===== config.mk =====
export PLATFORM = sky130hd
export DESIGN_NAME = pwm_capture_1000
export DESIGN_NICKNAME = d
export VERILOG_FILES = /design/src/rtl/pwm_capture_1000_pkg.sv /design/src/rtl/edge_detector_p.sv /design/src/rtl/pwm_capture_1000_div.sv /design/src/rtl/pwm_capture_1000.sv
export SDC_FILE = /design/constraint.sdc
export NUM_CORES = 1
export LEC_CHECK = 0
export ABC_CLOCK_PERIOD_IN_PS = 7300
export CORE_UTILIZATION = 58
export CTS_CLUSTER_DIAMETER = 150
export DETAILED_ROUTE_END_ITERATION = 8
export GPL_TIMING_DRIVEN = 0
export PLACE_DENSITY = 0.78
export SYNTH_ARGS = -nofsm -noshare
export SYNTH_HDL_FRONTEND = slang
export SYNTH_SLANG_ARGS = --single-unit

===== constraint.sdc =====
create_clock -name clk -period 7.3 [get_ports clk]
set_clock_uncertainty 0.1 [all_clocks]
set_input_delay 1.095 -clock clk [delete_from_list [all_inputs] [get_ports clk]]
set_output_delay 1.095 -clock clk [all_outputs]
set_load 0.005 [all_outputs]

===== src/rtl/pwm_capture_1000_pkg.sv =====
// Shared PWM constants (generator and capture side) and the capture FSM state type.
package pwm_capture_1000_pkg;

   localparam int unsigned SYS_CLK_FREQ  = 100_000_000;
   localparam int unsigned PERMILLE_FULL = 1000;
   localparam int unsigned DUTY_W        = 10;

   typedef enum logic [1:0] {
      StIdle,
      StMeasure,
      StDivide
   } cap_state_t;

endpackage


===== src/rtl/edge_detector_p.sv =====
// Registers d once and flags single-cycle rising and falling edges.
module edge_detector_p (
   input  logic clk,
   input  logic reset_p,
   input  logic d,
   output logic rise,
   output logic fall
);

   logic d_q;

   always_ff @(posedge clk or posedge reset_p) begin
      if (reset_p) d_q <= 1'b0;
      else         d_q <= d;
   end

   assign rise = d & ~d_q;
   assign fall = ~d & d_q;

endmodule


===== src/rtl/pwm_capture_1000_div.sv =====
// Ten-step restoring divider, one quotient bit per clock, MSB first.
// Bit 9 is resolved on the start edge, so done rises 10 cycles after start.
module pwm_div_permille
   import pwm_capture_1000_pkg::*;
#(
   parameter int unsigned CNT_W = 27
) (
   input  logic                     clk,
   input  logic                     reset_p,
   input  logic                     start,
   input  logic [CNT_W+DUTY_W-1:0]  dividend,
   input  logic [CNT_W-1:0]         divisor,
   output logic                     done,
   output logic [DUTY_W-1:0]        quotient
);

   localparam int unsigned REM_W = CNT_W + DUTY_W;

   logic [REM_W-1:0] rem, cur_rem, trial;
   logic [CNT_W-1:0] dsr, cur_dsr;
   logic [3:0]       idx, cur_idx;
   logic             busy, ge;

   always_comb begin
      cur_rem = start ? dividend : rem;
      cur_dsr = start ? divisor : dsr;
      cur_idx = start ? 4'(DUTY_W - 1) : idx;
      trial   = REM_W'(cur_dsr) << cur_idx;
      ge      = cur_rem >= trial;
   end

   always_ff @(posedge clk or posedge reset_p) begin
      if (reset_p) begin
         rem      <= '0;
         dsr      <= '0;
         idx      <= '0;
         busy     <= 1'b0;
         done     <= 1'b0;
         quotient <= '0;
      end else begin
         done <= 1'b0;
         if (start || busy) begin
            rem <= ge ? cur_rem - trial : cur_rem;
            dsr <= cur_dsr;
            if (start) quotient <= '0;
            quotient[cur_idx] <= ge;
            if (cur_idx == 4'd0) begin
               busy <= 1'b0;
               done <= 1'b1;
            end else begin
               busy <= 1'b1;
               idx  <= cur_idx - 4'd1;
            end
         end
      end
   end

endmodule


===== src/rtl/pwm_capture_1000.sv =====
// PWM capture: measures period and high time of an async PWM input and
// reports duty in permille once per completed period, with timeout and overrun flags.
module pwm_capture_1000 #(
   parameter int unsigned SYS_CLK_FREQ = pwm_capture_1000_pkg::SYS_CLK_FREQ,
   parameter int unsigned CNT_W        = 27,
   parameter int unsigned TIMEOUT_CYC  = SYS_CLK_FREQ
) (
   input  logic                                   clk,
   input  logic                                   reset_p,
   input  logic                                   pwm_in,
   output logic [pwm_capture_1000_pkg::DUTY_W-1:0] duty_permille,
   output logic [CNT_W-1:0]                       period_cycles,
   output logic                                   valid,
   output logic                                   timeout,
   output logic                                   overrun
);

   import pwm_capture_1000_pkg::*;

   localparam int unsigned     DIV_W = CNT_W + DUTY_W;
   localparam logic [CNT_W-1:0] TMO  = CNT_W'(TIMEOUT_CYC);

   logic              sync0, s, rise, fall;
   logic [CNT_W-1:0]  per_cnt, hi_cnt, hi_lat, per_lat, div_hi;
   logic              fell, div_start, div_done, tmo_hit;
   logic [DIV_W-1:0]  dividend;
   logic [DUTY_W-1:0] quotient;
   cap_state_t        state;

   always_ff @(posedge clk or posedge reset_p) begin
      if (reset_p) begin
         sync0 <= 1'b0;
         s     <= 1'b0;
      end else begin
         sync0 <= pwm_in;
         s     <= sync0;
      end
   end

   edge_detector_p u_edge (
      .clk     (clk),
      .reset_p (reset_p),
      .d       (s),
      .rise    (rise),
      .fall    (fall)
   );

   always_ff @(posedge clk or posedge reset_p) begin
      if (reset_p) begin
         per_cnt <= '0;
         hi_cnt  <= '0;
         hi_lat  <= '0;
         fell    <= 1'b0;
      end else begin
         if (rise)                per_cnt <= CNT_W'(1);
         else if (per_cnt != TMO) per_cnt <= per_cnt + CNT_W'(1);
         if (rise)                     hi_cnt <= CNT_W'(1);
         else if (s && hi_cnt != TMO)  hi_cnt <= hi_cnt + CNT_W'(1);
         if (rise) begin
            fell <= 1'b0;
         end else if (fall) begin
            fell   <= 1'b1;
            hi_lat <= hi_cnt;
         end
      end
   end

   // A period with no fall was high throughout, so its high time equals its length.
   assign div_hi    = fell ? hi_lat : per_cnt;
   assign dividend  = DIV_W'(div_hi) * DIV_W'(PERMILLE_FULL);
   assign div_start = (state == StMeasure) && rise;
   assign tmo_hit   = !rise && !timeout && (per_cnt == TMO) && (state != StDivide);

   pwm_div_permille #(
      .CNT_W (CNT_W)
   ) u_div (
      .clk      (clk),
      .reset_p  (reset_p),
      .start    (div_start),
      .dividend (dividend),
      .divisor  (per_cnt),
      .done     (div_done),
      .quotient (quotient)
   );

   always_ff @(posedge clk or posedge reset_p) begin
      if (reset_p) begin
         state         <= StIdle;
         per_lat       <= '0;
         duty_permille <= '0;
         period_cycles <= '0;
         valid         <= 1'b0;
         timeout       <= 1'b0;
         overrun       <= 1'b0;
      end else begin
         valid   <= 1'b0;
         overrun <= 1'b0;
         case (state)
            StIdle: begin
               if (rise) state <= StMeasure;
            end
            StMeasure: begin
               if (rise) begin
                  per_lat <= per_cnt;
                  state   <= StDivide;
               end
            end
            StDivide: begin
               if (rise) overrun <= 1'b1;
               if (div_done) begin
                  duty_permille <= quotient;
                  period_cycles <= per_lat;
                  valid         <= 1'b1;
                  state         <= StMeasure;
               end
            end
            default: state <= StIdle;
         endcase
         if (rise) begin
            timeout <= 1'b0;
         end else if (tmo_hit) begin
            timeout       <= 1'b1;
            duty_permille <= s ? DUTY_W'(PERMILLE_FULL) : '0;
            period_cycles <= '0;
            valid         <= 1'b1;
            state         <= StIdle;
         end
      end
   end

endmodule


# Word level (Yosys, flattened, before mapping)

Index checks and enable logic that the tools add are counted.

Input port bits: 3
Bits in registers: 234
Word-level logic and storage cells: 101

Add/subtract/negate cells: 4
Eq/ne operators: 6
$mul: 1
Shift operators: 1
Bitwise gates (word level): 6
Multiplexer cells: 42
$lt $le $gt $ge: 3
Reductions and logical operators: 18

Operators by type and width:

| operator                | count |
|---|---|
| $mux W27                | 10 |
| $mux W37                | 2 |
| $mux W10                | 7 |
| $add A27 B1 Y27 const B | 2 |
| $ne A27 B27 Y1 const B  | 2 |
| $ge A37 B37 Y1          | 1 |
| $shl A27 B4 Y37         | 1 |
| $sub A37 B37 Y37        | 1 |
| $mul A27 B7 Y34 const B | 1 |
| $eq A27 B27 Y1 const B  | 1 |
| $mux W1                 | 14 |
| $bwmux W10              | 1 |
| $mux W2                 | 5 |
| $reduce_bool A2 Y1      | 4 |
| $logic_and A1 B1 Y1     | 6 |
| $pmux W2 S3             | 1 |
| $reduce_and A2 Y1       | 3 |
| $lt A4 B5 Y1 const B    | 1 |
| $demux W1 S4            | 1 |
| $ge A4 B1 Y1 const B    | 1 |
| $logic_not A4 Y1        | 1 |
| $mux W4                 | 1 |
| $not A1 Y1              | 4 |
| $sub A4 B1 Y4 const B   | 1 |
| 7 further kinds         | 9 |

# Logic depth before layout (Yosys ltp)

Depth after elaboration: 9
Depth in mapped cells: 33

# By module

A second synthesis with hierarchy kept.

Cell total of the unflattened synthesis: 2,059
Area, all modules: 18,701.7 um2

Modules (own cells, without submodules):

| module           | seq. area each (um2) | times used | area each (um2) | cells an instance |
|---|---|---|---|---|
| pwm_capture_1000 | 3,828.7              | 1          | 11,544.8        | 1,189 |
| pwm_div_permille | 2,001.9              | 1          | 7,113.1         | 866 |
| edge_detector_p  | 25.0                 | 1          | 43.8            | 4 |

# Least setup slack after synthesis

Ideal clock, no wire load.

Path kind: register to register
Start: reg fell
End: reg u_div.rem[28]
Cell stages (with the launch flop): 31
Data arrival time: 7.922 ns
Required time: 7.076 ns
Library setup time: 0.124 ns
Path buffers: 4
Clock period less this slack: 8.146 ns
Setup slack: -0.846 ns
Cells stage by stage: dfrtp_1 > clkbuf_1 > clkbuf_1 > mux2i_1 > fa_1 > fa_1 > fa_1 > inv_1 > fa_1 > ha_1 > a21o_1 > a31o_2 > a31oi_1 > o311ai_0 > a31o_2 > a21oi_1 > xor2_1 > o21ai_0 > ha_1 > inv_1 > o21ai_0 > a2111oi_0 > nor3_1 > a21oi_1 > o211ai_1 > a31oi_4 > a21o_1 > buf_4 > buf_6 > nor3_1 > a211o_1

Cells in the longest elaborated chain, start to end: 5
Elaborated cells on any way between the ends: 6

Ends and longest elaborated chain:

| element                                            | line                                                   | source |
|---|---|---|
| start, declared                                    | pwm_capture_1000.sv:25                                 | `logic fell, div_start, div_done, tmo_hit;` |
| start signal, assigned                             | pwm_capture_1000.sv:53                                 | `fell <= 1'b0;` |
| start signal, assigned                             | pwm_capture_1000.sv:60                                 | `fell <= 1'b0;` |
| start signal, assigned                             | pwm_capture_1000.sv:62                                 | `fell <= 1'b1;` |
| $mux W27 (*)                                       | pwm_capture_1000.sv:69                                 | `assign div_hi = fell ? hi_lat : per_cnt;` |
| $mul A27 B7 Y34 (*)                                | pwm_capture_1000.sv:70                                 | `assign dividend = DIV_W'(div_hi) * DIV_W'(PERMILLE_FULL);` |
| $mux W37 (*)                                       | pwm_capture_1000_div.sv:25                             | `cur_rem = start ? dividend : rem;` |
| $sub A37 B37 Y37 or $ge A37 B37 Y1 (tied branches) | pwm_capture_1000_div.sv:43, pwm_capture_1000_div.sv:29 |  |
| $mux W37 (*)                                       | pwm_capture_1000_div.sv:43                             | `rem <= ge ? cur_rem - trial : cur_rem;` |
| end signal, assigned                               | pwm_capture_1000_div.sv:43                             |  |
| end, declared                                      | pwm_capture_1000_div.sv:19                             | `logic [REM_W-1:0] rem, cur_rem, trial;` |

Every way passes the cells marked *; elsewhere a longest branch is shown, timed or not.
A chain may end at the register's enable or synchronous reset.

# Worst setup path in the final report

Start: reg fell
End: reg u_div.rem[18]

The elaborated chain is that of the path after synthesis.

==> results <==
- The share of total power dissipated in combinational logic is 0.645.
- Dividing the synthesized area by the synthesized cell count gives 8.84 um^2.
- For this run, the register share of the synthesized area comes to 0.323.
- The run finished, with violations left.
- For this design, the slowest cell found on the critical path is sky130_fd_sc_hd__fa_1.
- The final-stage net count is 2443.
- The clock root buffer is sky130_fd_sc_hd__clkbuf_16.
- The number of standard cells in the layout, taps in and fillers out is 2632.
- In this run, synthesis produced a sequential element count of 234.
- The buffer depth of the longest clock path is 3.
- The CTS tree is done.
- The net count after synthesis is 2276.
- For this run, the leading register cell type out of synthesis is sky130_fd_sc_hd__dfrtp_1.
- Setup repair after global routing could not meet its margin everywhere.
- The number of cells produced by synthesis is 2053.
- The critical path is of the reg -> reg type.
- Max-cap violations in this run came to 0.
- Of the total power, the share spent switching nets is 0.463.
- The internal power summed over all cells is 0.00461 W.
- The leading cell type in the layout, fill and taps excluded is sky130_fd_sc_hd__nand2_1.
- Entering global routing, the biggest net connects 44 pins.
- The final design utilization is 0.714.
- The CTS H-tree depth is 1.
- Setup violations remaining at the end of the flow were counted as 47.
- Summing over every cut layer, the via total after detailed routing is 16319.
- The final hold violation count was 0.
- The minimum setup slack in the final design is -0.509 ns.
- Hold is met by 0.252 ns.
- The total wire length is 56100 um.
- The placeable core region is 30700 um^2.
- The worst-path maximum fanout is 10.
- The uppermost layer routed is met4.
- After detailed routing, the number of remaining DRC violations is 0.
- STA classifies the critical path endpoint as a flip-flop.
- The number of clock sinks is 234.
- The detailed-router iteration count before antenna repair is 6.
- The number of antenna cells inserted is 0.
- The tightest min-delay check is of the reg -> reg type.
- Of the available clock period, the critical path in the final layout requires 1.07.
- The number of antenna violations at the first check in global routing was 0.
- Clock-pin slew was measured on the worst setup and hold paths at 0.06 ns.
- From left edge to right edge, the die measures 179 um.
- The effective utilization at floorplan is 0.592.
- The synthesis-to-layout area growth is 20.7%.
- In this run the tool buffered the top-level ports with 42 buffer cells.
- The power dissipated by switching net loads is 0.00398 W.
- Including well taps, the total number of placed cells is 2498.
- The number of placement rows is 64.
- In the routed layout, each cell is associated on average with a via count of 6.20.
- Buffers inserted during clock tree synthesis total 27.
- The total routing resource utilization after global routing is 0.355.
- The cell with the most instances on the worst path is sky130_fd_sc_hd__fa_1.
- Timing would allow up to 0.128 GHz.
- The part of the total power dissipated in sequential elements is 0.196.
- The placed wire-length estimate after detailed placement is 40700 um.
- The overflow left after global routing is 0.
- The wire length of the first global-routing pass is 87400 um.
- The average wire per cell in the routed design is 21.3 um.
- The smallest clock period supported by the final layout is computed as 7.81 ns.
- The required time at the endpoint of the critical path is 7.65 ns.
- The number of nets with antenna violations after detailed routing is 0.
- After detailed routing, the wire length on met1 is 22600 um.
- The count of unique library cells instantiated by Yosys is 68.
- Detailed routing placed a total of 25700 um of wire on met2.
- The max-slew violation count was 0.
- The checks that failed: negative setup slack.
- The max-slew headroom at the worst pin is 0.246.
- The share of post-route cells with drive strength above 1 is 0.161.
- STA classifies the critical path startpoint as a flip-flop.
- The number of global-route vias before repair came to 15994.
- The die area is 32000 um^2.
- Summed over all cells, the static leakage comes to 10.2 nW.
- 43 I/O pins were placed.
- Yosys mapped a number of flops with a built-in enable equal to 0.
- Dividing total power by cell area gives a power density of 392 nW/um^2.
- The number of DRC violations after detailed-routing iteration 0 is 1624.
- The number of hold buffers added after CTS was 0.
- The highest cell delay on the worst timing path is 0.58 ns.
- The maximum VDD drop is 0.257 mV.
- In the layout the commonest cells are sky130_fd_sc_hd__nand2_1, sky130_fd_sc_hd__dfrtp_1, sky130_fd_sc_hd__nor2_1.
- The amount of wire on met3 after detailed routing is 4800 um.
- Data arrives at the worst endpoint at 8.16 ns.
- Summing every instance area after synthesis gives 18100 um^2.
- Routability-driven placement finished with a final weighted congestion of 1.00.
- The clock reaches the later pin of the worst-skew pair after 0.56 ns.
- Counting flops with an async set or reset pin after synthesis yields a share of 1.00.
- The portion of total power attributed to the clock network is 0.159.
- In this run the vertical extent of the chip is 179 um.
- The transition time at the pin with the least slew margin is 1.12 ns.
- During synthesis, Yosys emitted a total of 0 warnings.
==> power groups by stage <==
stage	logic, W	clock network, W	registers [W]
2_1_floorplan	0.00351	0	0.00164
3_3_place_gp	0.00452	0	0.00168
3_5_place_dp	0.00462	0	0.00169
4_1_cts	0.00509	0.00137	0.00168
5_1_grt	0.00603	0.00142	0.00171
6_report	0.00554	0.00136	0.00169
==> worst paths after layout <==
| path | start | endpoint | slack (ns) | depth (start not counted) |
|---|---|---|---|---|
| setup / recovery | fell | u_div.rem[18] | -0.51 | 30 |
| max in group asynchronous | reset_p | hi_cnt[21] | 5.19 | 5 |
| setup reg to reg | fell | u_div.rem[18] | -0.51 | 30 |
| min in group asynchronous | reset_p | state[0] | 0.84 | 2 |
| hold / removal | sync0 | s | 0.25 | 0 |
| hold reg to reg | sync0 | s | 0.25 | 0 |
==> area by class of cell <==
class / count / area (um^2)
Inverter: 161 / 613
Multi-Input combinational cell: 1566 / 12300
Fill cell: 2203 / 8760
Timing Repair Buffer: 140 / 1360
Sequential cell: 234 / 5860
Buffer: 90 / 472
Clock inverter: 11 / 125
Tap cell: 396 / 495
Clock buffer: 34 / 742
==> state kept, by name (all words and copies together) (netlist names), 2 cells and up <==
name            flops
period_cycles      27
per_cnt            27
u_div.idx           4
u_div.rem          37
hi_lat             27
hi_cnt             27
per_lat            27
u_div.dsr          27
u_div.quotient     10
state               2
duty_permille      10
==> critical path, delay by kind of cell (launching register included) <==
family                     cells  cell delay (ns)
AOI/OAI and AO/OA             14             2.89
adders and majority gates      6             2.67
buffers and inverters          6             0.79
DFF                            1             0.41
muxes                          1             0.35
xor gates and xnor gates       1             0.31
and+or+nand+nor                2             0.19
==> synthesized netlist by cell type, drive strengths merged (4+ instances only) <==
cell type,n,area (um^2)
nor4b,4,35.0
nand3,51,255
nor4,7,43.8
or2,9,56.3
mux2,34,387
o31ai,7,52.6
and3,19,119
xor2,52,455
a21o,29,218
o21bai,10,75.1
or3,17,106
buf,28,131
a31o,4,35.0
xnor2,39,342
mux2i,40,400
nand2,390,1460
clkbuf,64,240
nor2b,5,31.3
ha,121,1510
nor3,29,145
a211oi,17,128
nand3b,5,37.5
nor2,171,642
nand4,19,119
mux4,20,450
fa,99,1980
dfrtp,234,5860
nand4b,5,43.8
nand2b,9,56.3
o21a,14,105
inv,161,604
and2,5,31.3
a21boi,5,37.5
o21ai,87,439
a21oi,139,696
a31oi,42,278
and4,6,52.6
o211ai,11,82.6
==> per-layer routing <==
layer  vias up  GRT usage
met5         -          0
met4         0      0.169
met3       182     0.0664
met2       786      0.560
met1      7992      0.473
li1       7359          -
==> through the flow <==
stage | worst slack (ns) | power [W] | TNS (ns) | instance area, um^2
2_1_floorplan | -0.0348 | 0.00515 | -0.0348 | 18300
3_3_place_gp | -1.57 | 0.00620 | -69.49 | 19200
3_5_place_dp | -1.66 | 0.00631 | -73.19 | 19400
4_1_cts | -0.274 | 0.00814 | -10.56 | 21500
5_1_grt | -0.668 | 0.00915 | -28.15 | 21900
6_report | -0.509 | 0.00859 | -19.68 | 21900
==> kinds of logic (layout without fill, tap and decap cells) <==
group                    after synthesis  count (layout)  synth area share
AND/OR/NAND/NOR                      763             763             0.184
adder cells (fa/ha/maj)              220             220             0.193
XOR/XNOR                              91              91            0.0439
AO/OA/AOI/OAI                        398             398             0.135
buffers and inverters                253             436            0.0538
multiplexers                          94              94            0.0682
flip-flops                           234             234             0.323
==> repair_timing <==
item,CTS,global route
gates resized for setup,139,57
cloned,4,1
pin swaps,59,50
setup buffers,66,20
setup endpoints to repair,47,47
Power figures use the tool's default switching activity.
